## src/rtl/pc_fetch_unit_if.sv

```systemverilog
//------------------------------------------------------------------------------
// Module   : pc_fetch_unit_if
// Brief    : Instruction-memory request bus and decode handshake bundle.
// Revision : 1.0
//------------------------------------------------------------------------------
`default_nettype none

interface pc_fetch_unit_if #(
    parameter int ADDR_W  = 64,
    parameter int INSTR_W = 32
) ();
    logic               imem_req_o;
    logic [ADDR_W-1:0]  imem_addr_o;
    logic               imem_gnt_i;
    logic               imem_rvalid_i;
    logic [INSTR_W-1:0] imem_rdata_i;
    logic               instr_valid_o;
    logic [INSTR_W-1:0] instr_o;
    logic [ADDR_W-1:0]  instr_pc_o;
    logic               instr_ready_i;

    modport master (
        output imem_req_o, imem_addr_o, instr_valid_o, instr_o, instr_pc_o,
        input  imem_gnt_i, imem_rvalid_i, imem_rdata_i, instr_ready_i
    );

    modport slave (
        input  imem_req_o, imem_addr_o, instr_valid_o, instr_o, instr_pc_o,
        output imem_gnt_i, imem_rvalid_i, imem_rdata_i, instr_ready_i
    );
endinterface

`default_nettype wire

```

## src/rtl/pc_fetch_unit.sv

```systemverilog
//------------------------------------------------------------------------------
// Module   : pc_fetch_unit
// Brief    : PC owner; fetches one instruction at a time and hands it to decode.
// Revision : 1.0
//------------------------------------------------------------------------------
`default_nettype none

module pc_fetch_unit #(
    parameter int                ADDR_W     = 64,
    parameter int                INSTR_W    = 32,
    parameter logic [ADDR_W-1:0] RESET_ADDR = '0
) (
    input  wire logic              clk_i,
    input  wire logic              rst_ni,
    input  wire logic [ADDR_W-1:0] nextAddr_i,
    input  wire logic              carry_i,
    output logic      [ADDR_W-1:0] pco_o,
    input  wire logic              redirect_i,
    input  wire logic [ADDR_W-1:0] redirect_target_i,
    output logic                   fault_o,
    pc_fetch_unit_if.master        bus
);

    typedef enum logic [2:0] {
        S_BOOT = 3'd0,
        S_REQ  = 3'd1,
        S_WAIT = 3'd2,
        S_HOLD = 3'd3,
        S_HALT = 3'd4
    } state_t;

    state_t              r_state;
    state_t              w_state_nxt;
    logic [ADDR_W-1:0]   r_pc;
    logic [ADDR_W-1:0]   w_pc_nxt;
    logic [ADDR_W-1:0]   w_redir_pc;
    logic                r_drop;
    logic                w_drop_nxt;
    logic                r_fault;
    logic                w_fault_nxt;
    logic                w_capture;
    logic [INSTR_W-1:0]  r_instr;
    logic [ADDR_W-1:0]   r_instr_pc;

    assign w_redir_pc = {redirect_target_i[ADDR_W-1:2], 2'b00};

    always_ff @(posedge clk_i or negedge rst_ni) begin
        if (!rst_ni) begin
            r_state <= S_BOOT;
        end else begin
            r_state <= w_state_nxt;
        end
    end

    always_comb begin
        w_state_nxt = r_state;
        w_pc_nxt    = r_pc;
        w_drop_nxt  = r_drop;
        w_fault_nxt = r_fault;
        w_capture   = 1'b0;
        if (redirect_i) begin
            // A redirect beats everything; an already-granted fetch must be drained.
            w_pc_nxt    = w_redir_pc;
            w_fault_nxt = 1'b0;
            unique case (r_state)
                S_REQ: begin
                    if (bus.imem_gnt_i) begin
                        w_state_nxt = S_WAIT;
                        w_drop_nxt  = 1'b1;
                    end else begin
                        w_state_nxt = S_REQ;
                    end
                end
                S_WAIT: begin
                    if (bus.imem_rvalid_i) begin
                        w_state_nxt = S_REQ;
                        w_drop_nxt  = 1'b0;
                    end else begin
                        w_state_nxt = S_WAIT;
                        w_drop_nxt  = 1'b1;
                    end
                end
                default: w_state_nxt = S_REQ;
            endcase
        end else begin
            unique case (r_state)
                S_BOOT: w_state_nxt = S_REQ;
                S_REQ: begin
                    if (bus.imem_gnt_i) begin
                        w_state_nxt = S_WAIT;
                    end
                end
                S_WAIT: begin
                    if (bus.imem_rvalid_i) begin
                        if (r_drop) begin
                            w_drop_nxt  = 1'b0;
                            w_state_nxt = S_REQ;
                        end else begin
                            w_capture   = 1'b1;
                            w_state_nxt = S_HOLD;
                        end
                    end
                end
                S_HOLD: begin
                    if (bus.instr_ready_i) begin
                        // PC+4 overflowing the address space is a fatal wrap.
                        if (carry_i) begin
                            w_fault_nxt = 1'b1;
                            w_state_nxt = S_HALT;
                        end else begin
                            w_pc_nxt    = nextAddr_i;
                            w_state_nxt = S_REQ;
                        end
                    end
                end
                S_HALT:  w_state_nxt = S_HALT;
                default: w_state_nxt = S_BOOT;
            endcase
        end
    end

    always_ff @(posedge clk_i or negedge rst_ni) begin
        if (!rst_ni) begin
            r_pc       <= RESET_ADDR;
            r_drop     <= 1'b0;
            r_fault    <= 1'b0;
            r_instr    <= '0;
            r_instr_pc <= '0;
        end else begin
            r_pc    <= w_pc_nxt;
            r_drop  <= w_drop_nxt;
            r_fault <= w_fault_nxt;
            if (w_capture) begin
                r_instr    <= bus.imem_rdata_i;
                r_instr_pc <= r_pc;
            end
        end
    end

    assign pco_o             = r_pc;
    assign fault_o           = r_fault;
    assign bus.imem_req_o    = (r_state == S_REQ);
    assign bus.imem_addr_o   = r_pc;
    assign bus.instr_valid_o = (r_state == S_HOLD);
    assign bus.instr_o       = r_instr;
    assign bus.instr_pc_o    = r_instr_pc;

endmodule

`default_nettype wire

```

## src/flat_wrapper.sv

```systemverilog
// flat-port wrapper written by rule: the top's interface ports become plain ports
module pc_fetch_unit_flat 
#(
    parameter int                ADDR_W     = 64,
    parameter int                INSTR_W    = 32,
    parameter logic [ADDR_W-1:0] RESET_ADDR = '0
)
  (clk_i, rst_ni, nextAddr_i, carry_i, pco_o, redirect_i, redirect_target_i, fault_o, bus_imem_req_o, bus_imem_addr_o, bus_instr_valid_o, bus_instr_o, bus_instr_pc_o, bus_imem_gnt_i, bus_imem_rvalid_i, bus_imem_rdata_i, bus_instr_ready_i);
  pc_fetch_unit_if #(.ADDR_W(ADDR_W), .INSTR_W(INSTR_W)) bus_i ();
  input  wire logic clk_i;
  input  wire logic rst_ni;
  input  wire logic [ADDR_W-1:0] nextAddr_i;
  input  wire logic carry_i;
  output logic      [ADDR_W-1:0] pco_o;
  input  wire logic redirect_i;
  input  wire logic [ADDR_W-1:0] redirect_target_i;
  output logic fault_o;
  output wire logic [$bits(bus_i.imem_req_o)-1:0] bus_imem_req_o;
  output wire logic [$bits(bus_i.imem_addr_o)-1:0] bus_imem_addr_o;
  output wire logic [$bits(bus_i.instr_valid_o)-1:0] bus_instr_valid_o;
  output wire logic [$bits(bus_i.instr_o)-1:0] bus_instr_o;
  output wire logic [$bits(bus_i.instr_pc_o)-1:0] bus_instr_pc_o;
  input wire logic [$bits(bus_i.imem_gnt_i)-1:0] bus_imem_gnt_i;
  input wire logic [$bits(bus_i.imem_rvalid_i)-1:0] bus_imem_rvalid_i;
  input wire logic [$bits(bus_i.imem_rdata_i)-1:0] bus_imem_rdata_i;
  input wire logic [$bits(bus_i.instr_ready_i)-1:0] bus_instr_ready_i;
  assign bus_imem_req_o = bus_i.imem_req_o;
  assign bus_imem_addr_o = bus_i.imem_addr_o;
  assign bus_instr_valid_o = bus_i.instr_valid_o;
  assign bus_instr_o = bus_i.instr_o;
  assign bus_instr_pc_o = bus_i.instr_pc_o;
  assign bus_i.imem_gnt_i = bus_imem_gnt_i;
  assign bus_i.imem_rvalid_i = bus_imem_rvalid_i;
  assign bus_i.imem_rdata_i = bus_imem_rdata_i;
  assign bus_i.instr_ready_i = bus_instr_ready_i;
  pc_fetch_unit #(.ADDR_W(ADDR_W), .INSTR_W(INSTR_W), .RESET_ADDR(RESET_ADDR)) u_core (.clk_i(clk_i), .rst_ni(rst_ni), .nextAddr_i(nextAddr_i), .carry_i(carry_i), .pco_o(pco_o), .redirect_i(redirect_i), .redirect_target_i(redirect_target_i), .fault_o(fault_o), .bus(bus_i));
endmodule
```

## config.mk

```make
export PLATFORM = sky130hd
export DESIGN_NAME = pc_fetch_unit_flat
export DESIGN_NICKNAME = d
export VERILOG_FILES = /design/src/rtl/pc_fetch_unit_if.sv /design/src/rtl/pc_fetch_unit.sv /design/src/flat_wrapper.sv
export SDC_FILE = /design/constraint.sdc
export NUM_CORES = 1
export LEC_CHECK = 0
export ABC_AREA = 1
export BUFFER_PORTS_ARGS = -buffer_cell sky130_fd_sc_hd__buf_2
export CORE_AREA = 5 5 150 152
export DETAILED_ROUTE_END_ITERATION = 10
export DIE_AREA = 0 0 155 157
export HOLD_SLACK_MARGIN = 0.06
export PLACE_DENSITY_LB_ADDON = 0.1
export SYNTH_ARGS = -nofsm -noshare
export SYNTH_HDL_FRONTEND = slang
export SYNTH_SLANG_ARGS = --single-unit
```

## constraint.sdc

```tcl
create_clock -name clk_i -period 1.7 [get_ports clk_i]
set_input_delay 0.34 -clock clk_i [delete_from_list [all_inputs] [get_ports clk_i]]
set_output_delay 0.34 -clock clk_i [all_outputs]
set_load 0.01 [all_outputs]
```

==> results summary <==
The highest fanout seen on the critical path is 5. The library cells used most frequently in the layout, excluding fill and tap cells, are 389 x buf_2, 364 x nand2_1, 162 x dfrtp_1. The area growth from synthesis to layout is 27.38%.

The number of nets with antenna violations after routing is 0. The final period demand of the worst path is 1.643 ns. The post-synthesis net count is 1,106. The via count of the first global-routing pass is 6,395. The worst hold path belongs to the class input pin to register. The standard-cell row count is 53. At the worst endpoint, the arrival time is between 1 and 1.5 ns. The sum of buffers and inverters on the critical path came out at 2. After the first detailed-routing iteration, the DRC count stood at around 360. For this configuration, the core starts out at a cell density of 38.68%. The die covers 24,340 um^2. Clock-pin slew was measured on the worst setup and hold paths at 0.07 ns. The main combinational cell family by area after synthesis is simple AND/OR/NAND/NOR gates. The setup slack of the worst register-to-register path is 0.11 ns. Following the worst setup path forward leads to its endpoint at bus_imem_req_o. The Yosys warning count came out at 0. The worst hold margin came out at 0.1490 ns. The first-pass GRT wire length came out at 35,270 um.

Clock tree synthesis selected as its root buffer the cell clkbuf_16. The worst register-to-register path ends at u_core.bus.instr_pc_o[57]. The routed wire length is 23,230 um. STA classifies the critical path startpoint as a register. In the final layout, the share of cells above drive strength 1 is a little over two fifths. The number of setup violations in the final report is 0. The final-report max-slew violation count came to 0. The floorplan die height is 157 um.

The start point of the critical path is u_core.r_state[2]. The number of instances in the synthesized netlist came out at 939. The adder and majority gate portion of the synthesized area is 0%. The power per unit of standard cell area came out at 1394 nW/um^2. The number of cells traversed by the worst register-to-register path is 5. The overall power after layout came out at ~14 mW. Summed over all layers, the global routing overflow is 0. Before antenna repair, the detailed router went through 4 iterations.

The share of synthesized area occupied by flip-flops and latches is 51.10%. Summing the areas of all and, or, nand and nor instances in the mapped netlist gives 18.69% of the synthesized area. The all-layer global routing usage came out at 18.53%. The worst setup path is of the register to primary output kind. The number of nets in the layout came out at approximately 1,400. The tightest slew margin relative to the limit is 60.98%. The routability-driven placement congestion ratio is 0.7903. The worst-case IR drop observed on VDD is 0.0006539 V. In this design, the largest share of critical-path delay is due to flip-flops. The worst setup path is captured at a primary output.

The register bit total from synthesis came out at 165. The total of max-cap violations came out at 0. The compound-cell area share of the yosys netlist came out at around 14%. The insertion delay to the later sink of the worst-skew pair is 0.43 ns.

The initial antenna violation count came out at 0. The core box area is 20,890 um^2. The count of distinct cell types in the synthesized netlist is 20. The static leakage power is around 6 nW.

The share of the clock period used by the worst path after layout came out at 96.67%. The count of input and output buffers came out at 391. The highest clock frequency the design can meet is about 610 MHz.

The flow ran to the end, and the final reports show no timing, DRC or antenna violations. The die boundary width is ~160 um. The via count normalized by instance count is 4.369. The number of filler instances in the final layout came out at 2,087. The count of cell instances traversed by the critical path is 4.

0 antenna diodes ended up in the layout. The maximum number of pins on one net before global-route repair came out at 109. The detailed-route via count came out at 6,720. The XOR/XNOR share of the synthesized area came out at 0%. Summed over all instances, the cell type with the most area after synthesis is dfrtp_1.

In this run the mean area of a mapped cell was 8.605 um^2. In this run the critical register-to-register path is launched from u_core.r_state[0]. The H-tree was split into 4 levels. The CTS buffer count came out at 17. Walking the worst path, the cells encountered are inv_2 -> nand2_1 -> nor2_2 -> buf_6. The total negative slack for setup checks came out at 0 ns. TritonCTS built the clock tree. The average wire length per cell after detail routing came out at 15.10 um. The synthesized design devotes to its leading area cell type 51.10% of total area. The library cell used most frequently in the layout, excluding fill and tap cells, is buf_2. The final-report hold violation count came out at 0.

After synthesis, the cell types taking the most area are dfrtp_1 51%, nand2_1 17%, o21ai_2 8.7%. The critical path data required time came out at 1.36 ns. The peak per-stage delay on the critical path is approximately 0.46 ns. The top-level I/O count came out at 394.

For the pin with the worst max-slew slack, the measured transition is 0.5853 ns. The mux share of post-synthesis cell area came out at 0%. The cell with the biggest individual delay on the critical path is dfrtp_2. The total clock sinks is 165. After legalization and detailed placement, the total HPWL measured 17,220 um. The combined area of all synthesized cells came out at 8080 um^2.

Between clock sinks in the finished design, the worst skew comes to 0.01976 ns. The number of remaining DRC errors came out at 0. The maximum count of clock buffers along a single path came out at 2.
## layout make-up
type	instances	area [um^2]	share of cell area (%)
timing repair buffer	406	2210	21.47
clock buffer	19	432.9	4.206
sequential	165	4133	40.15
multi-input combinational	553	2648	25.72
inverter	107	401.6	3.902
tap	275	344.1	3.343
clock inverter	13	123.9	1.203
## power breakdown
group          switching [mW]  leakage (nW)  internal, mW  total, mW
clock network            1.69         0.265          2.04       3.73
registers               0.716          2.13          5.10       5.82
logic                    2.80          3.60          2.00       4.80
total                    5.21          6.00          9.14       14.3
## cell families (layout without fill, tap and decap cells)
group,Yosys count,after routing
simple gates,389,389
compound gates,164,164
flops,165,165
buf+inv,221,545
## metrics by stage
stage / instance area [um^2] / util (%) / worst slack (ns) / instances
floorplan: 8080 / - / 0.3815 / 939
CTS: 10270 / 49.16 / 0.007309 / 1536
global placement: 9698 / 46.43 / 0.1567 / 1503
finish: 10290 / 49.27 / 0.05654 / 1538
detailed placement: 9698 / 46.43 / 0.1286 / 1503
global route: 10290 / 49.27 / -0.02910 / 1538
## tightest hold or removal path, cell delays in order
cell     delay (ns)
buf_2          0.09
inv_1          0.05
o21ai_2        0.05
## repair_timing
item                       4_1_cts  5_1_grt
pin swaps                        0        1
hold buffers                     1        0
gates resized for setup          2        5
setup endpoints to repair        1        5
buffers inserted                 0        2
hold endpoints to repair        28        0
## how the worst min path moves through the flow
stage | start | cells after the start | to | slack [ns]
final | bus_imem_rdata_i[8] | 3 | u_core.bus.instr_o[8] | 0.15
after global routing | bus_imem_rdata_i[8] | 3 | u_core.bus.instr_o[8] | 0.13
after CTS | bus_imem_rdata_i[8] | 3 | u_core.bus.instr_o[8] | 0.13
after detailed placement | rst_ni | 1 | u_core.bus.imem_addr_o[14] | 0.26
after global placement | rst_ni | 1 | u_core.bus.imem_addr_o[14] | 0.26
after floorplan | rst_ni | 0 | u_core.bus.imem_addr_o[0] | 0.04
## cells in the mapped netlist
cell,number
nor2_1,7
nor3_2,1
o21ai_0,20
nand4_1,1
o21ai_2,80
buf_4,68
nor2_4,1
dfrtp_1,165
a21oi_1,3
nand2_1,364
buf_6,30
nand3_2,1
clkbuf_1,8
inv_2,2
nand3_1,11
nand2_2,2
nand4_2,1
inv_1,105
o21ai_1,61
buf_2,8
## flip-flops by register name (all words and copies together), names as in the netlist
| signal | count |
|---|---|
| u_core.bus.instr_pc_o | 64 |
| u_core.bus.instr_o | 32 |
| u_core.r_state | 3 |
| u_core.bus.imem_addr_o | 64 |
| u_core.fault_o | 1 |
| u_core.r_drop | 1 |
## routing by layer
| metal | vias up | global-route usage, % | part of all wire, % |
|---|---|---|---|
| met5 | - | 0 | 0 |
| met4 | 0 | 4.289 | 0.87 |
| met3 | 15 | 5.142 | 7.7 |
| met2 | 253 | 30.90 | 49 |
| met1 | 3016 | 24.16 | 43 |
| li1 | 3436 | - | - |
No activity file was read; power rests on OpenSTA's default activity.
